==> config.mk <==
export PLATFORM = sky130hd
export DESIGN_NAME = alarm_match_controller_flat
export DESIGN_NICKNAME = d
export VERILOG_FILES = /design/src/rtl/alarm_match_controller_pkg.sv /design/src/rtl/alarm_match_controller_if.sv /design/src/rtl/bcd_time_add.sv /design/src/rtl/alarm_match_controller.sv /design/src/flat_wrapper.sv
export SDC_FILE = /design/constraint.sdc
export NUM_CORES = 1
export LEC_CHECK = 0
export BUFFER_PORTS_ARGS = -buffer_cell sky130_fd_sc_hd__buf_2
export CAP_MARGIN = 20
export CORE_AREA = 2 2 90 92
export CTS_CLUSTER_SIZE = 30
export DETAILED_ROUTE_END_ITERATION = 6
export DIE_AREA = 0 0 92 94
export PLACE_DENSITY = 0.7
export SETUP_SLACK_MARGIN = 0.3
export SLEW_MARGIN = 20
export SYNTH_ARGS = -nofsm -noshare
export SYNTH_HDL_FRONTEND = slang
export SYNTH_SLANG_ARGS = --single-unit
==> constraint.sdc <==
create_clock -name clk -period 4 [get_ports clk]
set_clock_uncertainty 0.1 [all_clocks]
set_input_delay 0.6 -clock clk [delete_from_list [all_inputs] [get_ports clk]]
set_output_delay 0.6 -clock clk [all_outputs]
set_load 0.05 [all_outputs]
==> src/rtl/alarm_match_controller_pkg.sv <==
// alarm_match_controller_pkg: shared state encoding, time word layout and BCD helpers
package alarm_match_controller_pkg;
  typedef enum logic [1:0] {OFF = 2'd0, ARMED = 2'd1, RINGING = 2'd2, SNOOZED = 2'd3} state_t;
  typedef logic [15:0] bcd_time_t;
  localparam int M0_LSB = 0;
  localparam int H0_LSB = 8;
  localparam int DIGIT_BASE = 10;
  localparam int MINS_PER_HOUR = 60;
  localparam int HOURS_PER_DAY = 24;
  function automatic logic [6:0] bcd2bin(input logic [7:0] b);
    return 7'(b[7:4]) * 7'(DIGIT_BASE) + 7'(b[3:0]);
  endfunction
  function automatic logic [7:0] bin2bcd(input logic [6:0] v);
    return {4'(v / 7'(DIGIT_BASE)), 4'(v % 7'(DIGIT_BASE))};
  endfunction
endpackage

==> src/rtl/alarm_match_controller_if.sv <==
// alarm_match_controller_if: time/alarm inputs, request pulses and ring outputs
interface alarm_match_controller_if;
  import alarm_match_controller_pkg::*;
  bcd_time_t count;
  bcd_time_t alarm_time;
  logic alarm_en;
  logic sec_tick;
  logic snooze;
  logic stop;
  logic ring;
  logic snoozing;
  logic alarm_hit;
  modport master (output count, alarm_time, alarm_en, sec_tick, snooze, stop, input ring, snoozing, alarm_hit);
  modport slave (input count, alarm_time, alarm_en, sec_tick, snooze, stop, output ring, snoozing, alarm_hit);
endinterface

==> src/rtl/bcd_time_add.sv <==
// bcd_time_add: adds a 0..59 minute increment to an HHMM BCD time, wrapping at 23:59
module bcd_time_add
  import alarm_match_controller_pkg::*;
(
  input  bcd_time_t  t,
  input  logic [5:0] inc,
  output bcd_time_t  sum
);
  logic [6:0] m_sum, m_wrap, h_sum, h_wrap;
  logic carry;
  always_comb begin
    m_sum = bcd2bin(t[M0_LSB +: 8]) + 7'(inc);
    carry = m_sum >= 7'(MINS_PER_HOUR);
    m_wrap = carry ? m_sum - 7'(MINS_PER_HOUR) : m_sum;
    h_sum = bcd2bin(t[H0_LSB +: 8]) + 7'(carry);
    h_wrap = h_sum >= 7'(HOURS_PER_DAY) ? h_sum - 7'(HOURS_PER_DAY) : h_sum;
    sum = {bin2bcd(h_wrap), bin2bcd(m_wrap)};
  end
endmodule

==> src/rtl/alarm_match_controller.sv <==
// alarm_match_controller: alarm FSM with edge-triggered match, snooze, snooze limit and ring timeout
module alarm_match_controller
  import alarm_match_controller_pkg::*;
#(
  parameter int SNOOZE_MIN = 9,
  parameter int SNOOZE_MAX = 3,
  parameter int RING_SECS  = 60
) (
  input logic clk,
  input logic clr,
  alarm_match_controller_if.slave bus
);
  state_t state, next;
  bcd_time_t snooze_target, snooze_sum, target;
  logic match, match_q, trigger, ringing, timeout, do_snooze, entering;
  logic ring_q, snoozing_q, hit_q;
  logic [7:0] ring_cnt;
  logic [3:0] snooze_cnt;
  bcd_time_add u_add (.t(bus.count), .inc(6'(SNOOZE_MIN)), .sum(snooze_sum));
  assign target = state == SNOOZED ? snooze_target : bus.alarm_time;
  assign match = bus.count == target;
  assign trigger = match & ~match_q;
  assign ringing = state == RINGING;
  assign timeout = ringing & bus.sec_tick & (ring_cnt == 8'(RING_SECS - 1));
  assign do_snooze = ringing & bus.snooze & ~bus.stop & (snooze_cnt < 4'(SNOOZE_MAX));
  assign entering = next == RINGING && !ringing;
  always_comb begin
    next = state;
    case (state)
      OFF:     next = ARMED;
      ARMED:   next = trigger ? RINGING : ARMED;
      RINGING: next = do_snooze ? SNOOZED : (bus.stop | bus.snooze | timeout) ? ARMED : RINGING;
      SNOOZED: next = bus.stop ? ARMED : trigger ? RINGING : SNOOZED;
      default: next = OFF;
    endcase
    if (!bus.alarm_en) next = OFF;
  end
  // match_q held low in OFF so enabling inside the matching minute still rings
  always_ff @(posedge clk or posedge clr) begin
    if (clr) begin
      state <= OFF;
      match_q <= 1'b0;
      ring_q <= 1'b0;
      snoozing_q <= 1'b0;
      hit_q <= 1'b0;
      ring_cnt <= '0;
      snooze_cnt <= '0;
      snooze_target <= '0;
    end else begin
      state <= next;
      match_q <= state == OFF ? 1'b0 : match;
      ring_q <= next == RINGING;
      snoozing_q <= next == SNOOZED;
      hit_q <= entering;
      ring_cnt <= entering ? 8'd0 : (ringing && bus.sec_tick) ? ring_cnt + 8'd1 : ring_cnt;
      snooze_cnt <= (next == SNOOZED && ringing) ? snooze_cnt + 4'd1 :
                    (next == OFF || next == ARMED || state == ARMED) ? 4'd0 : snooze_cnt;
      snooze_target <= (next == SNOOZED && ringing) ? snooze_sum : snooze_target;
    end
  end
  assign bus.ring = ring_q;
  assign bus.snoozing = snoozing_q;
  assign bus.alarm_hit = hit_q;
endmodule

==> src/flat_wrapper.sv <==
// flat-port wrapper written by rule: the top's interface ports become plain ports
module alarm_match_controller_flat import alarm_match_controller_pkg::*;
#(
  parameter int SNOOZE_MIN = 9,
  parameter int SNOOZE_MAX = 3,
  parameter int RING_SECS  = 60
)
  (clk, clr, bus_count, bus_alarm_time, bus_alarm_en, bus_sec_tick, bus_snooze, bus_stop, bus_ring, bus_snoozing, bus_alarm_hit);
  alarm_match_controller_if bus_i ();
  input logic clk;
  input logic clr;
  input wire logic [$bits(bus_i.count)-1:0] bus_count;
  input wire logic [$bits(bus_i.alarm_time)-1:0] bus_alarm_time;
  input wire logic [$bits(bus_i.alarm_en)-1:0] bus_alarm_en;
  input wire logic [$bits(bus_i.sec_tick)-1:0] bus_sec_tick;
  input wire logic [$bits(bus_i.snooze)-1:0] bus_snooze;
  input wire logic [$bits(bus_i.stop)-1:0] bus_stop;
  output wire logic [$bits(bus_i.ring)-1:0] bus_ring;
  output wire logic [$bits(bus_i.snoozing)-1:0] bus_snoozing;
  output wire logic [$bits(bus_i.alarm_hit)-1:0] bus_alarm_hit;
  assign bus_i.count = bus_count;
  assign bus_i.alarm_time = bus_alarm_time;
  assign bus_i.alarm_en = bus_alarm_en;
  assign bus_i.sec_tick = bus_sec_tick;
  assign bus_i.snooze = bus_snooze;
  assign bus_i.stop = bus_stop;
  assign bus_ring = bus_i.ring;
  assign bus_snoozing = bus_i.snoozing;
  assign bus_alarm_hit = bus_i.alarm_hit;
  alarm_match_controller #(.SNOOZE_MIN(SNOOZE_MIN), .SNOOZE_MAX(SNOOZE_MAX), .RING_SECS(RING_SECS)) u_core (.clk(clk), .clr(clr), .bus(bus_i));
endmodule
* Word level (Yosys, flattened, before mapping)
Cells that the tools add are included.
** Cells by class
- Reductions and logical operators :: 10
- $mul :: 2
- Multiplexer cells :: 15
- Add/subtract/negate cells :: 8
- Equality and inequality tests :: 8
- Shifts and indexed selects :: 0
- Bitwise operators :: 10
- Magnitude comparators :: 3
- Divide/modulo/power cells :: 4
** Operators by type and width (count)
- $eq A16 B16 Y1 :: 1
- $mux W16 :: 1
- $mux W8 :: 2
- $add A7 B4 Y7 :: 2
- $div A7 B4 Y7 const B :: 2
- $mod A7 B4 Y7 const B :: 2
- $mux W7 :: 2
- $mul A4 B3 Y6 const B :: 2
- $mux W2 :: 5
- $add A8 B1 Y8 const B :: 1
- $eq A2 B2 Y1 const B :: 4
- $eq A8 B6 Y1 const B :: 1
- $mux W4 :: 2
- $pmux W2 S4 :: 1
- $add A7 B1 Y7 :: 1
- $add A7 B4 Y7 const B :: 1
- $ge A7 B5 Y1 const B :: 1
- $ge A7 B6 Y1 const B :: 1
- $sub A7 B5 Y7 const B :: 1
- $sub A7 B6 Y7 const B :: 1
- $and A1 B1 Y1 :: 6
- $add A4 B1 Y4 const B :: 1
- $eq A2 B1 Y1 const B :: 2
- $logic_not A2 Y1 :: 2
- 8 further kinds :: 15
** Word-level totals
- Bits of input ports :: 38
- Register bits after elaboration :: 34
- Bits in read-only memories :: 0
- Word-level logic and storage cells :: 68
- Memory bits (writable) :: 0
- Bits in latches :: 0
- Memories :: 0

* Longest topological paths before layout
Gate-level depths: netlist of run 1.
- Depth in word-level cells :: 13
- Mapped depth :: 32
- Mapped depth without buffers :: 32

* Modules after synthesis
From an unflattened synthesis of run 1, not the netlist that was laid out.
** Unflattened totals
- Cells, all modules :: 416
- Area total of the unflattened synthesis :: 3877.5 sq um
** By module, submodules not included
- alarm_match_controller :: area each 1971.9 sq um, sequential area each 850.8 sq um, cells an instance 171, times used 1
- bcd_time_add :: area each 1905.6 sq um, sequential area each 0.0 sq um, cells an instance 245, times used 1

* Worst setup path before layout of run 1
No wires, ideal clock.
- Path kind :: in2reg
- From :: in bus_count[1]
- To :: reg u_core.snooze_target[9]
- Path buffers :: 0
- Cell stages on the path :: 30
- Library setup time :: 0.077 ns
- Setup slack :: -2.316 ns
- Required time :: 3.823 ns
- Arrival :: 6.138 ns
- Cells stage by stage :: ha_1 ha_1 fa_1 xor2_2 ha_1 nand2_1 nand2_1 a32oi_4 inv_4 ha_1 inv_1 fa_1 nand2b_1 a21oi_4 xnor2_2 inv_2 ha_1 nor2_1 mux2_4 o211ai_2 mux2i_1 nand3_1 a21o_1 and3_1 inv_1 ha_1 inv_1 a2111oi_0 a221oi_1 a21oi_1
** Between the ends
- Cells in the longest elaborated chain, start to end :: 8
** Ends and longest elaborated chain
- start, declared :: line flat_wrapper.sv:12 : input wire logic [$bits(bus_i.count)-1:0] bus_count;
- branches (longest 8 deep; another with $add A7 B4 Y7)
- end signal, assigned :: line alarm_match_controller.sv:58 : snooze_target <= (next == SNOOZED && ringing) ? snooze_sum : snooze_target;
- end, declared :: line alarm_match_controller.sv:14 : bcd_time_t snooze_target, snooze_sum, target;
Parallel ways; which one is timed is not known.
A chain may end at the register's enable or synchronous reset.

* Final worst setup path of run 1
- From :: in bus_count[1]
- To :: reg u_core.snooze_target[10]
Same word-level chain as after synthesis.

==> results.ini, run 1 <==
[worst_setup_path]
start_kind = input port
rrSetupSlack_ps = 740
arrival_ps = 5370
rr_worst_depth = 10
crit_required_ps = 4090
setup.worst_path.end_class = flop
slowest_delay_ps = 390
crit_family = compound AO/OA/AOI/OAI gates
critPathBufInv = 6
critPathMaxFanout = 5
slowest_stage = fa_2
critPathKind = in2reg
r2r_start = u_core.state[1]
regToRegEndpoint = u_core.snooze_target[8]

[synthesis]
synth_nets = 542
synth_seq_area_share = 0.205
synth_top_cell_area_share = 0.205
synth_top_area_cell = dfrtp_1
ys.flop_type = dfrtp_1
yosysWarnings = 0
synthTopCellsByArea = dfrtp_1 20%, ha_1 7.5%, mux2i_1 4.3%
synth_area_um2 = 4160
ys_types = 96
avgSynthCellArea_um2 = 8.75
synth_edf_count = 0
async_reset_ff_frac = 1.00
ys_ff_latch = 34
synthCells = 475

[place]
dp_slack_ps = -1710
dpl.hpwl_um = 9250
dpl_cell_area_um2 = 5500
place_congestion = 0.909
port_buffers = 40

[timing]
fin_tns_setup_ps = -9460
max_slew.worst_pin.slew_ps = 564
rsz0062_at_grt = yes
fmax_mhz = 189
setup_viol = 11
final.setup.worst_slack_ps = -1280
drv_slew = 0
finalHoldViolCount = 0
slew_headroom = 0.622
min_period_ps = 5280
fin_crit_sh = 1.32

[run_status]
violations = setup timing
status = complete, but fails checks

[floorplanning]
die_area_um2 = 8650
fp-row-count = 32
core_area_um2 = 7610
fp.dieH_um = 94
io_pins = 41
start_util = 0.546
die_w_um = 92

[route]
routedWlPerCell_um = 16.8
post-route-drc-count = 0
drt-initial-drc-count = 230
viasPerCell = 5.87
dr.pass1.iters = 5
totalWireLength_um = 12600
postRouteAntennaNets = 0
num_vias = 4394

[clock_network]
clock_path_buffers = 2
clk_pin_slew_ps = 70
htreeDepth = 2
clk_latency_ps = 290
cts_buffers = 5
cts_tree = built
cts-root-buf = clkbuf_8
clock-sinks = 34

[global_route]
grt_pass1_vias = 4265
grt_overflow_total = 0
grtUsageTotal = 0.283
grt_max_degree = 35
grt_pass1_wl_um = 19900
antenna_found_initial = 0

[layout]
area_delta_synth_final_pct = 45.6
layout_commonest_cell = buf_4
drive_gt1_frac = 0.495
fillCellCount = 489
final_area_um2 = 6050
n_antenna_cell = 0
mostFrequentLayoutCells = 139 x buf_4, 37 x buf_2, 34 x nor2_1
fin_nets = 712

[pwr]
cellPowerDensity_nw_per_um2 = 528
leakagePower_nw = 2.74
vdd_drop_max_uv = 344

[job]
drv_cap = 0

[hold_path]
hold_class = in2async

==> synth_stat cells, drive strengths merged (6+ instances only) <==
cell type	instances
a211oi	12
a21o	6
a21oi	28
and3	13
buf	14
clkbuf	6
dfrtp	34
ha	25
inv	27
mux2i	19
nand2	34
nand3	25
nand4	8
nor2	39
nor3	16
o211ai	6
o21ai	29
or3	7
xnor2	15
xor2	18
==> layer usage <==
| metal | track usage | vias up | routed length [um] |
|---|---|---|---|
| met5 | 0 | - | 0 |
| met3 | 0.0241 | 29 | 681 |
| met1 | 0.399 | 2119 | 5520 |
| met2 | 0.472 | 144 | 6140 |
| met4 | 0.0709 | 0 | 248 |
| li1 | - | 2102 | - |
==> worst max path at each step <==
stage | from | end | slack [ps] | depth (start not counted)
global route | bus_count[1] | u_core.snooze_target[11] | -1500 | 30
detailed placement | bus_count[4] | u_core.snooze_target[9] | -1710 | 32
finish | bus_count[1] | u_core.snooze_target[10] | -1280 | 25
global placement | bus_count[4] | u_core.snooze_target[9] | -1560 | 32
CTS | bus_count[4] | u_core.snooze_target[9] | -1270 | 32
floorplan | bus_count[1] | u_core.snooze_target[9] | -1770 | 29
==> logic make-up after synthesis <==
| kind of cell | Yosys count | synth area share |
|---|---|---|
| simple gates | 169 | 0.215 |
| compound gates | 139 | 0.282 |
| buf+inv | 47 | 0.0530 |
| flops | 34 | 0.205 |
| xor+xnor | 33 | 0.0867 |
| fa+ha+maj | 29 | 0.0946 |
| mux | 24 | 0.0632 |
==> stage by stage <==
step                utilization  total power [mW]  instances  hold WS [ps]
floorplan                     -              1.80        475           343
global placement          0.723              2.54        719           363
detailed placement        0.723              2.59        719           374
CTS                       0.773              3.02        742           314
global route              0.795              3.38        748           338
finish                    0.795              3.19        748           297
==> timing repair <==
action	4_1_cts	5_1_grt
setup endpoints to repair	11	19
cloned	0	0
setup buffers	15	6
gates resized for setup	33	25
hold buffers	0	0
pin swaps	35	19
==> worst reg2reg max path, delay by kind of cell, from the launching register on <==
family | cells | cell delay [ps]
compound gates | 1 | 120
xor+xnor | 1 | 180
buf+inv | 1 | 250
flops | 1 | 600
mux | 2 | 640
simple gates | 5 | 1270
==> cell type report <==
type / count / area (um^2) / share of cell area
inverter: 27 / 106 / 0.0176
clock buffer: 6 / 82.6 / 0.0137
clock inverter: 2 / 12.5 / 0.00207
multi-input combinational: 394 / 3560 / 0.588
sequential: 34 / 853 / 0.141
timing repair buffer: 183 / 1310 / 0.217
tap: 102 / 128 / 0.0211
==> sequential cells by signal, summed over array words and instances (netlist names) <==
name                  cells
u_core.ring_cnt           8
u_core.match_q            1
u_core.bus.ring           1
u_core.state              2
u_core.bus.snoozing       1
u_core.snooze_target     16
u_core.snooze_cnt         4
u_core.bus.alarm_hit      1
==> power breakdown <==
group / leakage, nW / internal (mW) / switching [mW]
clock network: 0.0472 / 0.138 / 0.131
registers: 0.470 / 0.344 / 0.00303
logic: 2.22 / 1.32 / 1.25
total: 2.74 / 1.80 / 1.39
Note: power is estimated with default switching activity, not from simulation.
==> run 2: changes to the inputs <==
- CORE_AREA: 2 2 90 92 -> 2 2 87 89
- DIE_AREA: 0 0 92 94 -> 0 0 89 91
- PLACE_DENSITY: 0.7 -> 0.71
- SYNTH_HIERARCHICAL: default -> 1
==> results.ini, run 2 <==
[floorplanning]
io_pins = 41  ; unchanged
fp-row-count = 31  ; was 32
fp.dieH_um = 91  ; was 94 um
die_w_um = 89  ; was 92 um
core_area_um2 = 7140  ; was 7610 um^2
die_area_um2 = 8100  ; was 8650 um^2
start_util = 0.543  ; was 0.546

[clock_network]
clock_path_buffers = 2  ; unchanged
cts_tree = built  ; unchanged
cts-root-buf = clkbuf_8  ; unchanged
clk_latency_ps = 290  ; about the same
htreeDepth = 2  ; unchanged
cts_hold_buf = 0  ; unchanged
clock-sinks = 34  ; unchanged
cts_buffers = 5  ; unchanged
clk_pin_slew_ps = 70  ; about the same

[route]
routedWlPerCell_um = 16.3  ; was 16.8 um
totalWireLength_um = 11300  ; was 12600 um
post-route-drc-count = 0  ; unchanged
viasPerCell = 5.65  ; was 5.87
postRouteAntennaNets = 0  ; unchanged
dr.pass1.iters = 4  ; was 5
drt-initial-drc-count = 199  ; was 230
num_vias = 3900  ; was 4394

[synthesis]
synth_area_um2 = 3880  ; was 4160 um^2
synth_top_area_cell = dfrtp_1  ; unchanged
synthTopCellsByArea = dfrtp_1 22%, ha_1 7.7%, xnor2_1 4.3%  ; was dfrtp_1 20%, ha_1 7.5%, mux2i_1 4.3%
synth_seq_area_share = 0.219  ; was 0.205
synth_most_common_cell = dfrtp_1  ; was nor2_1
ys.flop_type = dfrtp_1  ; unchanged
synth_edf_count = 0  ; unchanged
synth_common_cells = 34 x dfrtp_1, 27 x nor2_1, 25 x inv_1, 24 x ha_1  ; was 38 x nor2_1, 34 x dfrtp_1, 33 x nand2_1, 25 x ha_1, 25 x inv_1
avgSynthCellArea_um2 = 9.32  ; was 8.75 um^2
ys_ff_latch = 34  ; unchanged
yosysWarnings = 6  ; was 0
ys_types = 87  ; was 96
synthCells = 416  ; was 475
synth_top_cell_area_share = 0.219  ; was 0.205
async_reset_ff_frac = 1.00  ; unchanged

[layout]
area_delta_synth_final_pct = 49.4  ; was 45.6%
top_register = u_core/snooze_target  ; was u_core.snooze_target
finish.utilization = 0.812  ; was 0.795
top_regs = u_core/snooze_target x16, u_core/ring_cnt x8, u_core/snooze_cnt x4  ; was u_core.snooze_target x16, u_core.ring_cnt x8, u_core.snooze_cnt x4
fin_nets = 659  ; was 712
final_area_um2 = 5790  ; was 6050 um^2
layout_commonest_cell = buf_4  ; unchanged
drive_gt1_frac = 0.501  ; was 0.495
mostFrequentLayoutCells = 129 x buf_4, 39 x buf_2, 34 x dfrtp_1  ; was 139 x buf_4, 37 x buf_2, 34 x nor2_1
fillCellCount = 463  ; was 489
n_antenna_cell = 0  ; unchanged
largest_reg_flops = 16  ; unchanged

[worst_setup_path]
critPathMaxFanout = 6  ; was 5
worstSetupPathDepth = 31  ; was 25
crit_family = adder cells  ; was compound AO/OA/AOI/OAI gates
rrSetupSlack_ps = 750  ; was 740 ps
regToRegEndpoint = u_core/snooze_target[11]  ; was u_core.snooze_target[8]
critPathKind = in2reg  ; unchanged
crit_required_ps = 4080  ; was 4090 ps
cp-endpoint = u_core/snooze_target[9]  ; was u_core.snooze_target[10]
critPathBufInv = 5  ; was 6
r2r_start = u_core/state[1]  ; was u_core.state[1]
crit_top_cell = ha_4
slowest_stage = fa_1  ; was fa_2
arrival_ps = 6770  ; was 5370 ps
rr_worst_depth = 7  ; was 10
start_kind = input port  ; unchanged
startpoint = bus_count[5]  ; was bus_count[1]
slowest_delay_ps = 510  ; was 390 ps
setup.worst_path.end_class = flop  ; unchanged

[global_route]
grt_overflow_total = 0  ; unchanged
grtUsageTotal = 0.291  ; was 0.283
grt_pass1_wl_um = 18700  ; was 19900 um
antenna_found_initial = 0  ; unchanged
grt_pass1_vias = 4164  ; was 4265
grt_max_degree = 35  ; unchanged

[run_status]
status = complete, but fails checks  ; unchanged
violations = setup timing  ; unchanged

[place]
place_congestion = 0.901  ; was 0.909
dpl_cell_area_um2 = 5200  ; was 5500 um^2
dp_slack_ps = -3150  ; was -1710 ps
dpl.hpwl_um = 8560  ; was 9250 um
port_buffers = 40  ; unchanged

[timing]
slew_headroom = 0.351  ; was 0.622
fmax_mhz = 149  ; was 189 MHz
fin_crit_sh = 1.67  ; was 1.32
worst_hold_slack_ps = 296  ; was 297 ps
final.setup.worst_slack_ps = -2690  ; was -1280 ps
setup_viol = 11  ; unchanged
rsz0062_at_grt = yes  ; unchanged
drv_slew = 0  ; unchanged
min_period_ps = 6690  ; was 5280 ps
finalHoldViolCount = 0  ; unchanged
max_slew.worst_pin.slew_ps = 973  ; was 564 ps

[pwr]
fin_total_pwr_mw = 3.76  ; was 3.19 mW
cellPowerDensity_nw_per_um2 = 649  ; was 528 nW/um^2
vdd_drop_max_uv = 476  ; was 344 uV
leakagePower_nw = 2.70  ; was 2.74 nW

[hold_path]
hold_class = in2async  ; unchanged

[job]
drv_cap = 0  ; unchanged

run 2: changes by cell type in the layout (fill, tap and decap cells not counted), sizes merged, moves of 6 or more:
cell | previous run | this run
buf | 183 | 174
o211ai | 6 | 0
mux2i | 19 | 7
o21ai | 29 | 19
nand3 | 25 | 15
conb | 0 | 6
nand2 | 34 | 20
nor3 | 16 | 7
mux2 | 5 | 21
nor2 | 39 | 28
xnor2 | 15 | 23
run 2: kinds of logic after synthesis:
family	Yosys count	synth area share
and+or+nand+nor	121	0.178
AOI/OAI and AO/OA	118	0.241
xor gates and xnor gates	43	0.107
DFF	34	0.219
adders and majority gates	32	0.116
other	2	0.00194
muxes	28	0.0897
buffers and inverters	38	0.0468
run 2: worst min-delay path by stage:
stage | startpoint | endpoint | cells past startpoint
6_report | clr | u_core/state[0] | 3
3_5_place_dp | u_core/snooze_cnt[2] | u_core/snooze_cnt[2] | 1
2_1_floorplan | u_core/snooze_cnt[3] | u_core/snooze_cnt[3] | 1
4_1_cts | clr | u_core/state[0] | 3
3_3_place_gp | u_core/snooze_cnt[3] | u_core/snooze_cnt[3] | 1
5_1_grt | clr | u_core/state[0] | 3
run 2: per-layer routing:
| metal | GRT usage | part of all wire | vias up |
|---|---|---|---|
| met5 | 0 | 0 | - |
| met4 | 0.136 | 0.043 | 0 |
| met3 | 0.0345 | 0.026 | 38 |
| met2 | 0.534 | 0.54 | 84 |
| met1 | 0.324 | 0.39 | 1876 |
| li1 | - | - | 1902 |
run 2: where the power goes:
group	leakage (nW)	internal, mW	switching [mW]
clock network	0.0575	0.174	0.126
logic	2.17	1.66	1.46
registers	0.473	0.344	0.00145
total	2.70	2.18	1.58
run 2: timing repair:
action,4_1_cts,5_1_grt
buffers inserted,12,12
pin swaps,29,23
endpoints found under the hold margin,0,0
resized for setup,36,20
setup endpoints to repair,14,14
run 2: tightest hold or removal path: stages:
cell	delay, ps
buf_2	100
inv_1	40
buf_4	380
run 2: through the flow:
step,TNS (ps),std cells
after floorplan,-17950,420
after global placement,-20470,658
after detailed placement,-21690,658
after CTS,-15780,678
after global routing,-18920,690
final,-16550,690
run 2: cell type report:
| type | count | area [um^2] | share of cell area |
|---|---|---|---|
| timing repair buffer | 174 | 1240 | 0.215 |
| sequential | 34 | 851 | 0.147 |
| inverter | 27 | 108 | 0.0186 |
| multi-input combinational | 348 | 3360 | 0.579 |
| clock buffer | 8 | 110 | 0.0190 |
| tap | 99 | 124 | 0.0214 |
==> run 3: changes to the inputs <==
- SETUP_SLACK_MARGIN: 0.3 -> default
==> results.ini, run 3 (synthesis results as in run 2) <==
[layout]
fin_nets = 657  ; was 659
final_area_um2 = 5760  ; was 5790 um^2
layout_commonest_cell = buf_4  ; unchanged
fillCellCount = 478  ; was 463
largest_reg_flops = 16  ; unchanged
mostFrequentLayoutCells = 129 x buf_4, 39 x buf_2, 34 x dfrtp_1  ; unchanged
top_regs = u_core/snooze_target x16, u_core/ring_cnt x8, u_core/snooze_cnt x4  ; unchanged
n_antenna_cell = 0  ; unchanged
top_register = u_core/snooze_target  ; unchanged
drive_gt1_frac = 0.494  ; was 0.501
area_delta_synth_final_pct = 48.6  ; was 49.4%

[timing]
drv_slew = 0  ; unchanged
fin_tns_setup_ps = -16240  ; was -16550 ps
max_slew.worst_pin.slew_ps = 968  ; was 973 ps
fmax_mhz = 149  ; about the same
final.setup.worst_slack_ps = -2690  ; about the same
min_period_ps = 6690  ; about the same
fin_crit_sh = 1.67  ; about the same
finalHoldViolCount = 0  ; unchanged
rsz0062_at_grt = yes  ; unchanged
setup_viol = 11  ; unchanged
slew_headroom = 0.354  ; was 0.351

[place]
port_buffers = 40  ; unchanged
dpl.hpwl_um = 8560  ; unchanged
dpl_cell_area_um2 = 5200  ; unchanged
dp_slack_ps = -3150  ; unchanged
place_congestion = 0.901  ; unchanged

[worst_setup_path]
critPathKind = in2reg  ; unchanged
start_kind = input port  ; unchanged
rrSetupSlack_ps = 740  ; was 750 ps
critPathBufInv = 5  ; unchanged
crit_top_cell = ha_4  ; unchanged
setup.worst_path.end_class = flop  ; unchanged
critPathMaxFanout = 6  ; unchanged
crit_required_ps = 4080  ; about the same
regToRegEndpoint = u_core/snooze_target[11]  ; unchanged
r2r_start = u_core/state[1]  ; unchanged
rr_worst_depth = 7  ; unchanged
crit_family = adder cells  ; unchanged
slowest_delay_ps = 510  ; about the same
arrival_ps = 6770  ; about the same
slowest_stage = fa_1  ; unchanged

[global_route]
antenna_found_initial = 0  ; unchanged
grt_pass1_vias = 4106  ; was 4164
grt_overflow_total = 0  ; unchanged
grt_pass1_wl_um = 18500  ; was 18700 um
grtUsageTotal = 0.286  ; was 0.291
grt_max_degree = 35  ; unchanged

[pwr]
vdd_drop_max_uv = 461  ; was 476 uV
leakagePower_nw = 2.69  ; was 2.70 nW
cellPowerDensity_nw_per_um2 = 648  ; was 649 nW/um^2
fin_total_pwr_mw = 3.73  ; was 3.76 mW

[floorplanning]
die_w_um = 89  ; unchanged
fp.dieH_um = 91  ; unchanged
core_area_um2 = 7140  ; unchanged
io_pins = 41  ; unchanged
start_util = 0.543  ; unchanged
fp-row-count = 31  ; unchanged
die_area_um2 = 8100  ; unchanged

[clock_network]
htreeDepth = 2  ; unchanged
cts_buffers = 5  ; unchanged
clk_latency_ps = 290  ; about the same
clk_pin_slew_ps = 70  ; about the same
cts_tree = built  ; unchanged
clock_path_buffers = 2  ; unchanged
cts_hold_buf = 0  ; unchanged
cts-root-buf = clkbuf_8  ; unchanged
clock-sinks = 34  ; unchanged

[route]
routedWlPerCell_um = 16.5  ; was 16.3 um
viasPerCell = 5.67  ; was 5.65
num_vias = 3898  ; was 3900
totalWireLength_um = 11300  ; about the same
drt-initial-drc-count = 198  ; was 199
post-route-drc-count = 0  ; unchanged
postRouteAntennaNets = 0  ; unchanged
dr.pass1.iters = 4  ; unchanged

[hold_path]
hold_class = in2async  ; unchanged

[run_status]
status = complete, but fails checks  ; unchanged
violations = setup timing  ; unchanged

[job]
drv_cap = 0  ; unchanged

[run 3: power by group]
part | internal, mW | switching [mW]
Combinational | 1.64 | 1.45
Clock | 0.174 | 0.125
Sequential | 0.344 | 0.00146
Total | 2.16 | 1.57
[run 3: layer usage]
layer | wire, um | track usage | vias up
li1 | - | - | 1897
met5 | 0 | 0 | -
met2 | 6110 | 0.527 | 75
met1 | 4450 | 0.318 | 1887
met4 | 502 | 0.133 | 0
met3 | 259 | 0.0336 | 39
[run 3: worst max path at each step]
stage,from,endpoint,cells after the start
3_3_place_gp,bus_count[4],u_core/snooze_target[9],31
5_1_grt,bus_count[4],u_core/snooze_target[9],31
4_1_cts,bus_count[4],u_core/snooze_target[9],31
6_report,bus_count[5],u_core/snooze_target[9],31
2_1_floorplan,bus_count[4],u_core/snooze_target[9],31
3_5_place_dp,bus_count[4],u_core/snooze_target[9],31
[run 3: layout make-up]
cell class | instances | area [um^2] | share of cell area
Tap cell | 99 | 124 | 0.0215
Inverter | 27 | 108 | 0.0187
Clock buffer | 8 | 110 | 0.0191
Sequential cell | 34 | 851 | 0.148
Timing Repair Buffer | 172 | 1220 | 0.212
Multi-Input combinational cell | 348 | 3350 | 0.581
[run 3: stage by stage]
stage	hold WS (ps)	util	instances
5_1_grt	334	0.807	688
3_3_place_gp	372	0.728	658
6_report	297	0.807	688
4_1_cts	303	0.775	675
3_5_place_dp	377	0.728	658
2_1_floorplan	354	-	420
[run 3: worst reg2reg max path, cell delays in order, from the launching register on]
cell and delay [ps]:
dfrtp_1 590, and2b_1 280, nor3b_1 260, nand3_1 130
and3_1 230, a41oi_4 270, and3_1 860, mux2_2 440
[run 3: what timing repair did]
item / in CTS / in global routing
pin swaps: 28 / 22
setup endpoints to repair: 12 / 11
cloned: 0 / 0
resized for setup: 29 / 22
buffers inserted: 9 / 14
